[config.mk]
export PLATFORM = sky130hd
export DESIGN_NAME = ga_batch_ctrl
export DESIGN_NICKNAME = d
export VERILOG_FILES = /design/src/rtl/ga_pkg.sv /design/src/rtl/ga_seed_lfsr.sv /design/src/rtl/ga_batch_ctrl.sv
export SDC_FILE = /design/constraint.sdc
export NUM_CORES = 1
export LEC_CHECK = 0
export ABC_AREA = 1
export ABC_CLOCK_PERIOD_IN_PS = 13250
export BUFFER_PORTS_ARGS = -buffer_cell sky130_fd_sc_hd__buf_4
export CORE_UTILIZATION = 29
export CTS_CLUSTER_SIZE = 24
export DETAILED_ROUTE_END_ITERATION = 8
export SLEW_MARGIN = 0
export SYNTH_ARGS = -nofsm -noshare
export SYNTH_HDL_FRONTEND = slang
export SYNTH_SLANG_ARGS = --single-unit
export TNS_END_PERCENT = 20
[constraint.sdc]
create_clock -name clk -period 13.25 [get_ports clk]
set_input_delay 1.9875 -clock clk [delete_from_list [all_inputs] [get_ports clk]]
set_output_delay 1.9875 -clock clk [all_outputs]
set_load 0.05 [all_outputs]
[src/rtl/ga_pkg.sv]
// Shared types and seed-sequence helpers for the GA batch sequencer.
package ga_pkg;

  typedef enum logic [2:0] {
    S_IDLE    = 3'd0,
    S_RST     = 3'd1,
    S_RUN     = 3'd2,
    S_CAPTURE = 3'd3,
    S_NEXT    = 3'd4,
    S_DONE    = 3'd5
  } ga_batch_state_t;

  localparam logic [31:0] GA_SEED_TAPS = 32'h80200003;

  // An all-zero seed would lock the core's LFSR, so it is replaced by 1.
  function automatic logic [31:0] ga_seed_fix(input logic [31:0] s);
    return (s == 32'd0) ? 32'd1 : s;
  endfunction

  // One step of the right-shift Galois LFSR, with zero substitution.
  function automatic logic [31:0] ga_seed_next(input logic [31:0] s);
    logic [31:0] n;
    n = (s >> 1) ^ (s[0] ? GA_SEED_TAPS : 32'd0);
    return ga_seed_fix(n);
  endfunction

endpackage

[src/rtl/ga_seed_lfsr.sv]
// Seed register for the GA core: loads the batch seed or steps the LFSR.
module ga_seed_lfsr
  import ga_pkg::*;
#(
  parameter logic [31:0] SEED_INIT = 32'h895C80A7
) (
  input  logic        clk,
  input  logic        rst,
  input  logic        load_i,
  input  logic        adv_i,
  output logic [31:0] seed_o
);

  logic [31:0] seed_q, seed_d;

  // Load has priority; the register holds otherwise so the seed stays stable through a run.
  always_comb begin
    seed_d = seed_q;
    if (load_i)     seed_d = ga_seed_fix(SEED_INIT);
    else if (adv_i) seed_d = ga_seed_next(seed_q);
  end

  // Seed state register.
  always_ff @(posedge clk or posedge rst) begin
    if (rst) seed_q <= SEED_INIT;
    else     seed_q <= seed_d;
  end

  assign seed_o = seed_q;

endmodule

[src/rtl/ga_batch_ctrl.sv]
// Batch sequencer: runs the GA core RUNS times with fresh seeds, watchdogs
// each run, and tracks the best chromosome seen across the batch.
module ga_batch_ctrl
  import ga_pkg::*;
#(
  parameter int          RUNS          = 8,
  parameter int          CHROM_WIDTH   = 16,
  parameter int          FITNESS_WIDTH = 51,
  parameter logic [31:0] SEED_INIT     = 32'h895C80A7,
  parameter int          RST_CYCLES    = 2,
  parameter int          WATCHDOG      = 65536,
  localparam int         RW            = $clog2(RUNS + 1)
) (
  input  logic                     clk,
  input  logic                     reset,
  input  logic                     start,
  input  logic                     stop,
  output logic                     ga_reset,
  output logic [31:0]              ga_seed,
  input  logic                     ga_finished,
  input  logic [CHROM_WIDTH-1:0]   ga_best,
  input  logic [FITNESS_WIDTH-1:0] ga_best_fit,
  output logic                     busy,
  output logic                     done,
  output logic [CHROM_WIDTH-1:0]   best,
  output logic [FITNESS_WIDTH-1:0] best_fit,
  output logic [RW-1:0]            best_run,
  output logic                     best_valid,
  output logic [RW-1:0]            runs_done,
  output logic [RW-1:0]            aborted_runs
);

  localparam int WW = $clog2(WATCHDOG + 1);
  localparam int CW = $clog2(RST_CYCLES + 1);
  localparam logic [WW-1:0] WD_LAST = WW'(WATCHDOG - 1);
  localparam logic [CW-1:0] RC_LAST = CW'(RST_CYCLES - 1);
  localparam logic [RW-1:0] RUNS_L  = RW'(RUNS);

  ga_batch_state_t          state_q, state_d;
  logic [CW-1:0]            rst_cnt_q, rst_cnt_d;
  logic [WW-1:0]            wd_cnt_q, wd_cnt_d;
  logic [RW-1:0]            run_idx_q, run_idx_d;
  logic [CHROM_WIDTH-1:0]   best_q, best_d;
  logic [FITNESS_WIDTH-1:0] best_fit_q, best_fit_d;
  logic [RW-1:0]            best_run_q, best_run_d;
  logic                     best_valid_q, best_valid_d;
  logic [RW-1:0]            runs_done_q, runs_done_d;
  logic [RW-1:0]            aborted_q, aborted_d;
  logic                     seed_load, seed_adv;

  assign busy     = (state_q == S_RST) || (state_q == S_RUN) ||
                    (state_q == S_CAPTURE) || (state_q == S_NEXT);
  assign done     = (state_q == S_DONE);
  assign ga_reset = (state_q != S_RUN);

  ga_seed_lfsr #(.SEED_INIT(SEED_INIT)) u_seed (
    .clk    (clk),
    .rst    (reset),
    .load_i (seed_load),
    .adv_i  (seed_adv),
    .seed_o (ga_seed)
  );

  // Next-state logic: stop overrides everything while busy, so a finish in the same cycle is dropped.
  always_comb begin
    state_d      = state_q;
    rst_cnt_d    = rst_cnt_q;
    wd_cnt_d     = wd_cnt_q;
    run_idx_d    = run_idx_q;
    best_d       = best_q;
    best_fit_d   = best_fit_q;
    best_run_d   = best_run_q;
    best_valid_d = best_valid_q;
    runs_done_d  = runs_done_q;
    aborted_d    = aborted_q;
    seed_load    = 1'b0;
    seed_adv     = 1'b0;
    if (busy && stop) begin
      state_d = S_DONE;
    end else begin
      case (state_q)
        S_IDLE, S_DONE: if (start) begin
          state_d      = S_RST;
          seed_load    = 1'b1;
          run_idx_d    = '0;
          rst_cnt_d    = '0;
          best_d       = '0;
          best_fit_d   = '0;
          best_run_d   = '0;
          best_valid_d = 1'b0;
          runs_done_d  = '0;
          aborted_d    = '0;
        end
        S_RST: begin
          if (rst_cnt_q == RC_LAST) begin
            state_d  = S_RUN;
            wd_cnt_d = '0;
          end else begin
            rst_cnt_d = rst_cnt_q + 1'b1;
          end
        end
        S_RUN: begin
          if (ga_finished) begin
            state_d = S_CAPTURE;
          end else if (wd_cnt_q == WD_LAST) begin
            aborted_d = aborted_q + 1'b1;
            state_d   = S_NEXT;
          end else begin
            wd_cnt_d = wd_cnt_q + 1'b1;
          end
        end
        S_CAPTURE: begin
          // Strict compare: ties keep the earlier run.
          if (!best_valid_q || (ga_best_fit > best_fit_q)) begin
            best_d       = ga_best;
            best_fit_d   = ga_best_fit;
            best_run_d   = run_idx_q;
            best_valid_d = 1'b1;
          end
          state_d = S_NEXT;
        end
        S_NEXT: begin
          runs_done_d = runs_done_q + 1'b1;
          if (runs_done_d == RUNS_L) begin
            state_d = S_DONE;
          end else begin
            seed_adv  = 1'b1;
            run_idx_d = run_idx_q + 1'b1;
            rst_cnt_d = '0;
            state_d   = S_RST;
          end
        end
        default: state_d = S_IDLE;
      endcase
    end
  end

  // State and result registers.
  always_ff @(posedge clk or posedge reset) begin
    if (reset) begin
      state_q      <= S_IDLE;
      rst_cnt_q    <= '0;
      wd_cnt_q     <= '0;
      run_idx_q    <= '0;
      best_q       <= '0;
      best_fit_q   <= '0;
      best_run_q   <= '0;
      best_valid_q <= 1'b0;
      runs_done_q  <= '0;
      aborted_q    <= '0;
    end else begin
      state_q      <= state_d;
      rst_cnt_q    <= rst_cnt_d;
      wd_cnt_q     <= wd_cnt_d;
      run_idx_q    <= run_idx_d;
      best_q       <= best_d;
      best_fit_q   <= best_fit_d;
      best_run_q   <= best_run_d;
      best_valid_q <= best_valid_d;
      runs_done_q  <= runs_done_d;
      aborted_q    <= aborted_d;
    end
  end

  assign best         = best_q;
  assign best_fit     = best_fit_q;
  assign best_run     = best_run_q;
  assign best_valid   = best_valid_q;
  assign runs_done    = runs_done_q;
  assign aborted_runs = aborted_q;

endmodule

==> impl_metrics.tcl <==
set metrics [dict create \
    status "finished, final reports clean" \
    clk_latency_ns 0.42 \
    vias 6649 \
    crit_path_start "ga_best_fit[26]" \
    wl_per_cell_um 13.6 \
    timing.final.crit_share_pct 30.5 \
    synth_area_sq_mm 0.00744 \
    cts_resized 0 \
    rr_worst_depth 13 \
    critPathSlowestCell "buf_4" \
    fin_setup_tns_ns 0 \
    power.switching_w 0.00126 \
    p_total_w 0.00250 \
    final_common_cell "nand2_1" \
    gp_congestion 0.817 \
    ys_seq_area_share_pct 46.6 \
    share_comb_of_total_power_pct 52.7 \
    crit_path_max_fanout 54 \
    port_buffers 186 \
    start_util_pct 29.5 \
    fin_nets 1227 \
    slew_violations 0 \
    gr-total-overflow 0 \
    core_area_sq_mm 0.0252 \
    end_kind "flip-flop" \
    diodes 0 \
    clk_pin_slew_worst_paths_ns 0.06 \
    die_height_um 162 \
    r2r-end "best_run[0]" \
    intPower_w 0.00125 \
    whs_path_depth 2 \
    skew_ns 0.0114 \
    grt_usage_pct 15.3 \
    grt_max_degree 73 \
    grt_pass1_vias 6365 \
    critical_path_arrival_ns 4.39 \
    cts-root-buf "clkbuf_16" \
    crit_chain "buf_4 -> ha_1 -> nand2_1 -> nor2_1 -> nand4_1 -> nor3_1 -> nand4_1 -> nand2_1 -> nand2_2 -> nand2_2 -> buf_4 -> nand2_1 -> nand2_1" \
    die_area_sq_mm 0.0263 \
    synth_cells 918 \
    antenna_found_initial 0 \
    cts_tree "done" \
    hold_end "best_run[1]" \
    drive_above_1_share_pct 22.8 \
    rsz0062_at_grt "false" \
    yosysUniqueCellTypes 40 \
    max-slew-margin-rel_pct 34.8 \
    start_kind "input pin" \
    hold_buffers 0 \
    first_pass_iters 5 \
    via_per_inst 4.62 \
    cp_slowest_stage_delay_ns 0.56 \
    dp_hpwl_um 13800 \
    yosys_warnings 0 \
    drtAntennaViolNets 0 \
    ys_ff_latch 138 \
    rr_startpoint "best_fit[26]" \
    cts_buffers 17 \
    final_cell_mix "253 x nand2_1, 191 x buf_4, 125 x dfrtp_1" \
    cp_num_buf_inv 2 \
    setup_violations 0 \
    drt_iter0_drc 339 \
    totalWireLength_um 19600 \
    period_needed_ns 4.04 \
    ir_drop_v 0.000140 \
    maxCapViolCount 0 \
    worst_pin_slew_ns 0.977 \
    min-delay-start "best_run[1]" \
    h-tree-depth 4 \
    finalCoreUtilization_pct 38.6 \
    hold_viol_final 0 \
    synthToLayoutAreaGrowth_pct 30.8 \
    reg2reg_slack_ns 10.46 \
    avgSynthCellArea_sq_um 8.11 \
    syn-num-nets 1047 \
    fmax_ghz 0.248 \
    crit_type "input pin to flip-flop" \
    p_seq_share_pct 27.9 \
    clock_sinks 138 \
    fillers 2582 \
    crit_top_cell "nand2_1" \
    cts_max_path_buffers 2 \
    pwr-share-clk_pct 19.4 \
    post-cts-setup-buffers 0 \
    power_density_mw_per_mm2 257 \
    switching_share_pct 50.2 \
    grt_pass1_wl_um 32200 \
    pin_count 187 \
    hp-class "flip-flop to flip-flop" \
    rows 58 \
    power_leakage_nw 4.98 \
    critical-path-top-delay-family "simple AND/OR/NAND/NOR gates" \
    required_ns 13.60 \
    drcViolationCount 0 \
    die_x_um 162 \
]
==> Yosys cell counts (all sizes together) <==
library cell	instances	area [sq um]
nor2	56	230
nor4	7	43.8
a21o	2	15.0
clkbuf	15	56.3
nand4	13	81.3
buf	15	98.8
a211oi	1	7.51
dfstp	13	342
a21oi	47	239
or2	3	18.8
o31ai	3	22.5
o22ai	18	113
ha	57	713
nand2b	1	6.26
inv	126	473
a22o	1	8.76
o21ai	30	150
xnor2	5	43.8
nand3	94	475
dfrtp	125	3130
o221ai	1	8.76
o21a	7	52.6
clkinv	1	3.75
nor3	11	65.1
o211ai	1	7.51
xor2	6	52.6
o2111ai	1	8.76
a31oi	1	6.26
nand2	257	970
==> worst register-to-register path: cells and delay by family, from the launching register on <==
kind          cells  cell delay (ns)
fa+ha+maj         1             0.29
buf+inv           2             0.62
flops             1             0.38
simple gates     10             1.43
==> area by class of cell <==
class	instances	area [sq um]	share of cell area, %
clock inverter	14	163	1.67
inverter	127	482	4.95
clock buffer	17	425	4.37
multi-input combinational	623	3340	34.4
tap	330	413	4.24
timing repair buffer	191	1430	14.7
sequential	138	3470	35.7
==> how the worst max path moves through the flow <==
stage                                 end  slack, ns  cells past startpoint
final                         best_run[0]       9.21                     13
after global routing          best_run[2]       8.95                     13
after CTS                     best_run[0]       9.19                     13
after global placement        best_run[2]       8.81                     11
after detailed placement      best_run[0]       8.75                     11
after floorplan           aborted_runs[0]       7.59                      1
==> registers in the layout, summed over array words and instances (netlist names), 2 cells and up <==
name / count
best_fit: 51
u_seed.seed_o: 32
wd_cnt_q: 17
best: 16
aborted_runs: 4
best_run: 4
run_idx_q: 4
runs_done: 4
state_q: 3
rst_cnt_q: 2
==> layer usage <==
metal	vias to the layer above	global-route usage, %	wire length, um
met5	-	0	0
met4	0	4.67	213
met3	17	3.09	805
met2	147	24.7	9200
met1	3135	20.5	9350
li1	3350	-	-
==> per-stage QoR <==
step | instance area (sq um) | setup slack (ns) | hold slack [ns] | std cells
after global placement | 9140 | 8.81 | 0.456 | 1409
final | 9730 | 9.21 | 0.471 | 1440
after floorplan | 7440 | 7.59 | 0.452 | 918
after global routing | 9730 | 8.95 | 0.500 | 1440
after detailed placement | 9140 | 8.75 | 0.460 | 1409
after CTS | 9730 | 9.19 | 0.475 | 1440
==> power groups by stage <==
stage / Sequential [W] / Combinational [W] / Clock [W]
finish: 0.000699 / 0.00132 / 0.000484
global route: 0.000721 / 0.00144 / 0.000516
floorplan: 0.00113 / 0.000513 / 0
global placement: 0.000702 / 0.00132 / 0
CTS: 0.000699 / 0.00134 / 0.000501
detailed placement: 0.000704 / 0.00133 / 0
==> cells by family after synthesis <==
family,synth area share (%)
compound gates,8.59
flops,46.6
xor+xnor,1.29
buf+inv,8.49
simple gates,25.4
fa+ha+maj,9.58
(Power assumes the default switching activity.)
